File: src/rtl/register_file_2r1w_if.sv
// Bus bundle for the 2-read / 1-write register file: one write port and two
// independent read ports (A and B), each read port returning data plus a
// one-cycle valid flag.
interface register_file_2r1w_if #(
    parameter int WIDTH  = 32,
    parameter int ADDR_W = 4
);
    logic              wr_en;
    logic [ADDR_W-1:0] wr_addr;
    logic [WIDTH-1:0]  wr_data;

    logic              rd_en_a;
    logic [ADDR_W-1:0] rd_addr_a;
    logic [WIDTH-1:0]  rd_data_a;
    logic              rd_valid_a;

    logic              rd_en_b;
    logic [ADDR_W-1:0] rd_addr_b;
    logic [WIDTH-1:0]  rd_data_b;
    logic              rd_valid_b;

    modport master (
        output wr_en, wr_addr, wr_data,
        output rd_en_a, rd_addr_a, rd_en_b, rd_addr_b,
        input  rd_data_a, rd_valid_a, rd_data_b, rd_valid_b
    );

    modport slave (
        input  wr_en, wr_addr, wr_data,
        input  rd_en_a, rd_addr_a, rd_en_b, rd_addr_b,
        output rd_data_a, rd_valid_a, rd_data_b, rd_valid_b
    );
endinterface

File: src/rtl/register_file_2r1w.sv
// Parametrised register file: NUM_REGS words of WIDTH bits, one synchronous
// write port, two registered read ports with valid flags and optional
// write-to-read bypass. Entry 0 can be hardwired to zero (R0 convention).
// Out-of-range addresses read as zero, are never written, and never index
// the storage array directly (all lookups are compare-and-select).
module register_file_2r1w #(
    parameter int WIDTH     = 32,
    parameter int NUM_REGS  = 16,
    parameter int ADDR_W    = $clog2(NUM_REGS),
    parameter int ZERO_REG0 = 1,
    parameter int BYPASS    = 1
) (
    input  logic                clk,
    input  logic                clr,
    register_file_2r1w_if.slave bus
);

    // One extra bit so NUM_REGS itself is representable (e.g. 256 with 8-bit addresses).
    localparam logic [ADDR_W:0] NUM_REGS_L = (ADDR_W + 1)'(NUM_REGS);
    localparam bit              ZERO_EN    = (ZERO_REG0 != 32'sd0);
    localparam bit              BYPASS_EN  = (BYPASS != 32'sd0);

    logic [WIDTH-1:0]  mem_r [NUM_REGS];
    logic              wr_ok_s;
    logic [1:0]        rd_en_s;
    logic [ADDR_W-1:0] rd_addr_s [2];
    logic [WIDTH-1:0]  sel_s [2];
    logic [WIDTH-1:0]  data_r [2];
    logic [1:0]        valid_r;

    function automatic logic in_range(input logic [ADDR_W-1:0] addr);
        return ({1'b0, addr} < NUM_REGS_L);
    endfunction

    // Stored word at addr, built as an OR of per-entry matches (zero when no entry matches).
    function automatic logic [WIDTH-1:0] stored_word(input logic [ADDR_W-1:0] addr,
                                                     input logic [WIDTH-1:0] mem [NUM_REGS]);
        logic [WIDTH-1:0] v;
        v = {WIDTH{1'b0}};
        for (int i = 0; i < NUM_REGS; i++) begin
            v = v | ((addr == ADDR_W'(i)) ? mem[i] : {WIDTH{1'b0}});
        end
        return v;
    endfunction

    assign rd_en_s      = {bus.rd_en_b, bus.rd_en_a};
    assign rd_addr_s[0] = bus.rd_addr_a;
    assign rd_addr_s[1] = bus.rd_addr_b;

    // Decide whether this cycle's write lands in storage (in range, not the zero register).
    always_comb begin
        wr_ok_s = 1'b0;
        if (bus.wr_en && in_range(bus.wr_addr)) begin
            if (ZERO_EN && (bus.wr_addr == {ADDR_W{1'b0}})) begin
                wr_ok_s = 1'b0;
            end else begin
                wr_ok_s = 1'b1;
            end
        end else begin
            wr_ok_s = 1'b0;
        end
    end

    // Storage array: cleared asynchronously, written one entry per cycle.
    always_ff @(posedge clk or negedge clr) begin
        if (!clr) begin
            for (int i = 0; i < NUM_REGS; i++) begin
                mem_r[i] <= {WIDTH{1'b0}};
            end
        end else begin
            for (int i = 0; i < NUM_REGS; i++) begin
                if (wr_ok_s && (bus.wr_addr == ADDR_W'(i))) begin
                    mem_r[i] <= bus.wr_data;
                end
            end
        end
    end

    // Read value per port: out-of-range beats hardwired zero beats bypass beats storage.
    always_comb begin
        for (int p = 0; p < 2; p++) begin
            sel_s[p] = {WIDTH{1'b0}};
            if (!in_range(rd_addr_s[p])) begin
                sel_s[p] = {WIDTH{1'b0}};
            end else if (ZERO_EN && (rd_addr_s[p] == {ADDR_W{1'b0}})) begin
                sel_s[p] = {WIDTH{1'b0}};
            end else if (BYPASS_EN && bus.wr_en && (bus.wr_addr == rd_addr_s[p])) begin
                sel_s[p] = bus.wr_data;
            end else begin
                sel_s[p] = stored_word(rd_addr_s[p], mem_r);
            end
        end
    end

    // Registered read ports: data captured on enable and held otherwise; valid is per-cycle.
    always_ff @(posedge clk or negedge clr) begin
        if (!clr) begin
            data_r[0] <= {WIDTH{1'b0}};
            data_r[1] <= {WIDTH{1'b0}};
            valid_r   <= 2'b00;
        end else begin
            valid_r <= rd_en_s;
            for (int p = 0; p < 2; p++) begin
                if (rd_en_s[p]) begin
                    data_r[p] <= sel_s[p];
                end
            end
        end
    end

    assign bus.rd_data_a  = data_r[0];
    assign bus.rd_valid_a = valid_r[0];
    assign bus.rd_data_b  = data_r[1];
    assign bus.rd_valid_b = valid_r[1];

endmodule

File: src/flat_wrapper.sv
// flat-port wrapper written by rule: the top's interface ports become plain ports
module register_file_2r1w_flat 
#(
    parameter int WIDTH     = 32,
    parameter int NUM_REGS  = 16,
    parameter int ADDR_W    = $clog2(NUM_REGS),
    parameter int ZERO_REG0 = 1,
    parameter int BYPASS    = 1
)
  (clk, clr, bus_wr_en, bus_wr_addr, bus_wr_data, bus_rd_en_a, bus_rd_addr_a, bus_rd_en_b, bus_rd_addr_b, bus_rd_data_a, bus_rd_valid_a, bus_rd_data_b, bus_rd_valid_b);
  register_file_2r1w_if #(.WIDTH(WIDTH), .ADDR_W(ADDR_W)) bus_i ();
  input  logic clk;
  input  logic clr;
  input wire logic [$bits(bus_i.wr_en)-1:0] bus_wr_en;
  input wire logic [$bits(bus_i.wr_addr)-1:0] bus_wr_addr;
  input wire logic [$bits(bus_i.wr_data)-1:0] bus_wr_data;
  input wire logic [$bits(bus_i.rd_en_a)-1:0] bus_rd_en_a;
  input wire logic [$bits(bus_i.rd_addr_a)-1:0] bus_rd_addr_a;
  input wire logic [$bits(bus_i.rd_en_b)-1:0] bus_rd_en_b;
  input wire logic [$bits(bus_i.rd_addr_b)-1:0] bus_rd_addr_b;
  output wire logic [$bits(bus_i.rd_data_a)-1:0] bus_rd_data_a;
  output wire logic [$bits(bus_i.rd_valid_a)-1:0] bus_rd_valid_a;
  output wire logic [$bits(bus_i.rd_data_b)-1:0] bus_rd_data_b;
  output wire logic [$bits(bus_i.rd_valid_b)-1:0] bus_rd_valid_b;
  assign bus_i.wr_en = bus_wr_en;
  assign bus_i.wr_addr = bus_wr_addr;
  assign bus_i.wr_data = bus_wr_data;
  assign bus_i.rd_en_a = bus_rd_en_a;
  assign bus_i.rd_addr_a = bus_rd_addr_a;
  assign bus_i.rd_en_b = bus_rd_en_b;
  assign bus_i.rd_addr_b = bus_rd_addr_b;
  assign bus_rd_data_a = bus_i.rd_data_a;
  assign bus_rd_valid_a = bus_i.rd_valid_a;
  assign bus_rd_data_b = bus_i.rd_data_b;
  assign bus_rd_valid_b = bus_i.rd_valid_b;
  register_file_2r1w #(.WIDTH(WIDTH), .NUM_REGS(NUM_REGS), .ADDR_W(ADDR_W), .ZERO_REG0(ZERO_REG0), .BYPASS(BYPASS)) u_core (.clk(clk), .clr(clr), .bus(bus_i));
endmodule
File: config.mk
export PLATFORM = sky130hd
export DESIGN_NAME = register_file_2r1w_flat
export DESIGN_NICKNAME = d
export VERILOG_FILES = /design/src/rtl/register_file_2r1w_if.sv /design/src/rtl/register_file_2r1w.sv /design/src/flat_wrapper.sv
export SDC_FILE = /design/constraint.sdc
export NUM_CORES = 1
export LEC_CHECK = 0
export BUFFER_PORTS_ARGS = -buffer_cell sky130_fd_sc_hd__clkbuf_2
export CAP_MARGIN = 20
export CORE_MARGIN = 2
export CORE_UTILIZATION = 44
export DETAILED_ROUTE_END_ITERATION = 8
export PLACE_DENSITY = 0.69
export SLEW_MARGIN = 20
export SYNTH_ARGS = -nofsm -noshare
export SYNTH_HDL_FRONTEND = slang
export SYNTH_SLANG_ARGS = --single-unit
File: constraint.sdc
create_clock -name clk -period 3.69 [get_ports clk]
set_input_delay 0.738 -clock clk [delete_from_list [all_inputs] [get_ports clk]]
set_output_delay 0.738 -clock clk [all_outputs]
set_load 0.02 [all_outputs]
# Word level (Yosys, flattened, before mapping)
# Cells that the tools add are included.
# W data, S select, Z words.
[word_totals]
in_bits = 49
register_bits = 578
elab_cells = 155
[op_classes]
n_bitwise = 30
n_eq_ne = 47
mux = 38
reduce_logical = 21
[ops]
columns = ["operator", "n"]
rows = [
  ["$mux W32", 36],
  ["$or A32 B32 Y32", 30],
  ["$eq A4 B4 Y1 const B", 24],
  ["$eq A4 B3 Y1 const B", 12],
  ["$eq A4 B2 Y1 const B", 6],
  ["$logic_and A1 B1 Y1", 18],
  ["$eq A4 B1 Y1 const B", 3],
  ["$logic_not A4 Y1", 3],
  ["$eq A4 B4 Y1", 2],
  ["$mux W1", 2],
]

# Logic depth before layout (Yosys ltp)
[logic_depth]
depth_word = 19
mapped_depth = 9
depth_no_buf = 5

# Least setup slack after synthesis
# Ideal clock, no wire load.
[synth_path]
path_type = "input to register"
startpoint = "in bus_rd_addr_a[3]"
endpoint = "reg u_core.data_r, in the netlist u_core.bus.rd_data_a[28]"
setup_ns = 0.126
setup_slack_ns = 1.494
arrival_ns = 2.070
t_required_ns = 3.564
path_stages = 7
cell_sequence = "buf_4 -> buf_2 -> buf_2 -> mux4_2 -> a32oi_1 -> nor2_1 -> o32a_1"
[synth_between]
elab_chain_cells = 19
word_cells_on_any_way = 51
classes_between = "eq/ne: 16; mux: 18; bitwise: 15; reduce/logical: 2"
[synth_lines]
columns = ["item", "line_no", "rtl"]
rows = [
  ["from (decl)", "flat_wrapper.sv:18", "input wire logic [$bits(bus_i.rd_addr_a)-1:0] bus_rd_addr_a;"],
  ["$eq A4 B1 Y1 or $logic_not A4 Y1 (tied branches)", "register_file_2r1w.sv:41, register_file_2r1w.sv:85", ""],
  ["$mux W32", "register_file_2r1w.sv:41", "v = v | ((addr == ADDR_W'(i)) ? mem[i] : {WIDTH{1'b0}});"],
  ["$or A32 B32 Y32 (15 in series)", "register_file_2r1w.sv:41", ""],
  ["$mux W32", "register_file_2r1w.sv:87", "end else if (BYPASS_EN && bus.wr_en && (bus.wr_addr == rd_addr_s[p])) begin"],
  ["$mux W32 *", "register_file_2r1w.sv:85", "end else if (ZERO_EN && (rd_addr_s[p] == {ADDR_W{1'b0}})) begin"],
  ["to (signal, indexed assignment)", "register_file_2r1w.sv:105", "data_r[p] <= sel_s[p];"],
  ["to (decl)", "register_file_2r1w.sv:28", "logic [WIDTH-1:0] data_r [2];"],
]
# Every way passes the cells marked *; elsewhere a longest branch is shown, timed or not.
# A chain may end at the register's enable or synchronous reset.

# Worst setup path in the final report
[layout_path]
startpoint = "in bus_rd_addr_a[2]"
endpoint = "reg u_core.data_r, in the netlist u_core.bus.rd_data_a[19]"
# The elaborated chain is that of the path after synthesis.

==> results.yml <==
run_status:
  status: "finished, final reports clean"
min_path:
  hold_path_class: "in -> async"
setup_path:
  path_max_fanout: 29
  cp-start-kind: "input port"
  timing.rr.end: "u_core.bus.rd_data_b[27]"
  cp-end-kind: "register"
  reg2reg_depth: 4
  crit_type: "in -> reg"
  critPathRequiredTime_ns: 4.20
  ff2ff_setup_slack_ns: 1.96
  reg2reg_from: "u_core.mem_r[59]"
  critPathArrivalTime_ns: 3.35
floorplanning:
  dieHeight_um: 267
  io_pins: 115
  core_area_um2: 68500
  rows: 96
  die_x_um: 267
  start_util_pct: 44.4
  dieArea_um2: 71200
timing:
  worst_pin_slew_ns: 1.21
  slew_viol_final: 0
  rsz0062_at_grt: "no"
  clock.fmax_ghz: 0.352
  hold_slack_ns: 0.158
  setup-tns-final_ns: 0
  fin_crit_ns: 2.84
  period_share_pct: 76.9
  hold_viol: 0
  finalSetupViolations: 0
  timing.slew.headroom_pct: 19.0
  clock_skew_ns: 0.0328
grt:
  grt_max_degree: 81
  grt_overflow_total: 0
  grt_antenna_before_repair: 4
  grt_pass1_wl_um: 206000
  grtUsageTotal_pct: 41.1
  grt_pass1_vias: 26844
synth:
  syn_nets: 2670
  seq_area_frac_synth_pct: 47.6
  ys_seq_elements: 578
  synthFlopType: "dfrtp_1"
  synth_edf_count: 0
  synth_cells: 2621
  netlist_area_um2: 30400
  synth_cell_type_count: 77
  synthArstFlopShare_pct: 100
  yosys_warnings: 0
  avgSynthCellArea_um2: 11.6
pwr:
  ir_worst_vdd_uv: 396
  p_leak_uw: 0.0148
  power_density_nw_per_um2: 588
clock_tree:
  post_cts_resized: 0
  cts_root_buffer: "clkbuf_16"
  cts_setup_buffers: 0
  cts_hold_buf: 0
  cts-buffers-inserted: 68
  htreeDepth: 3
  clock_sinks: 578
  clock_latency_ns: 0.64
  cts_max_path_buffers: 3
  tritoncts: "done"
  cts.clk_slew.worst_paths_ns: 0.06
routing:
  viasPerCell: 7.44
  routed_wirelength_um: 147000
  dr.pass1.iters: 8
  initialDrtViolationCount: 4585
  vias: 27216
  post-route-drc-count: 0
  wl_per_cell_um: 40.2
  antenna_left: 0
final_layout:
  final_cell_mix: "578 x dfrtp_1, 487 x mux2_2, 204 x a22oi_1"
  layout_commonest_cell: "dfrtp_1"
  fin_cells: 3659
  final_nets: 2767
  area_growth_pct: 15.5
  drive_above_1_share_pct: 35.4
job:
  maxCapViolations: 0
placed_design:
  place_inst: 3530
  gp_congestion: 1.01
  portBuffers: 114
  dp_hpwl_um: 93600
==> cells in the mapped netlist (7+ instances only) <==
master / number / area (µm²)
a2111oi_0: 8 / 70.1
a211oi_1: 17 / 128
a21oi_1: 40 / 200
a221o_1: 8 / 80.1
a221oi_1: 41 / 359
a22o_1: 71 / 622
a22oi_1: 204 / 1530
a32o_1: 22 / 220
a32oi_1: 69 / 604
and2_1: 10 / 62.6
and3_1: 8 / 50.1
and3b_1: 7 / 61.3
buf_2: 109 / 546
buf_4: 36 / 270
buf_6: 14 / 158
clkbuf_1: 125 / 469
dfrtp_1: 578 / 14500
inv_1: 8 / 30.0
mux2_1: 13 / 146
mux2_2: 487 / 5480
mux2i_1: 118 / 1180
mux4_2: 7 / 158
nand2_1: 136 / 510
nand3_1: 17 / 85.1
nor2_1: 77 / 289
nor2b_1: 21 / 131
nor3_1: 32 / 160
nor4_1: 7 / 43.8
o211ai_1: 16 / 120
o21ai_0: 107 / 536
o221ai_1: 26 / 228
o22ai_1: 54 / 338
o2bb2ai_1: 9 / 78.8
o32ai_1: 10 / 87.6
xnor2_1: 8 / 70.1
==> cell families (layout without fill, tap and decap cells) <==
logic type / Yosys count / in the layout / share of synthesized area, %
AND/OR/NAND/NOR: 374 / 374 / 6.16
XOR/XNOR: 8 / 8 / 0.230
flip-flops: 578 / 578 / 47.6
AO/OA/AOI/OAI: 737 / 737 / 18.2
multiplexers: 625 / 625 / 22.9
buffers and inverters: 299 / 451 / 4.93
other: 0 / 4 / 0
==> layer usage <==
metal	global-route usage, %	vias up	wire length (µm)
met3	14.3	808	20800
met1	52.2	13557	53600
met4	29.0	6	12600
li1	-	10262	-
met5	0.139	-	37
met2	58.2	2583	60300
==> critical path, cell delays in order <==
cell      delay, ns
buf_2          0.58
clkinv_1       0.59
buf_4          0.32
nand2_1        0.30
buf_4          0.25
o22ai_1        0.09
nor3_1         0.29
a32oi_1        0.14
==> registers in the layout (all words and copies together), names as in the netlist <==
register	count
u_core.valid_r	2
u_core.mem_r	512
u_core.bus.rd_data_b	32
u_core.bus.rd_data_a	32
==> power breakdown <==
group	internal [µW]	switching [µW]	leakage [µW]	total, µW
combinational	1930	2210	0.00640	4130
sequential	7710	1400	0.00719	9110
clock	4490	2920	0.00121	7410
==> worst max path at each step <==
stage,from,end
floorplan,bus_rd_addr_a[3],u_core.bus.rd_data_a[28]
global placement,bus_rd_addr_b[0],u_core.bus.rd_data_b[31]
detailed placement,bus_rd_addr_a[2],u_core.bus.rd_data_a[12]
CTS,bus_rd_addr_a[2],u_core.bus.rd_data_a[12]
global route,bus_rd_addr_a[2],u_core.bus.rd_data_a[12]
finish,bus_rd_addr_a[2],u_core.bus.rd_data_a[19]
==> metrics by stage <==
| step | total power, µW | setup slack (ns) | cell area (µm²) | utilization (%) |
|---|---|---|---|---|
| after floorplan | 11200 | 1.49 | 30400 | - |
| after CTS | 20500 | 1.04 | 35100 | 51.3 |
| final | 20700 | 0.851 | 35100 | 51.3 |
| after detailed placement | 13100 | 0.377 | 32700 | 47.7 |
| after global placement | 13000 | 0.388 | 32700 | 47.7 |
| after global routing | 21200 | 0.870 | 35100 | 51.3 |
==> cell type report <==
type / instances / area (µm²)
fill: 6038 / 33400
multi-input combinational: 1744 / 14600
sequential: 578 / 14500
timing repair buffer: 313 / 2480
clock buffer: 94 / 1990
tap: 882 / 1100
clock inverter: 31 / 435
inverter: 13 / 48.8
antenna: 4 / 10.0
(Power assumes the default switching activity.)
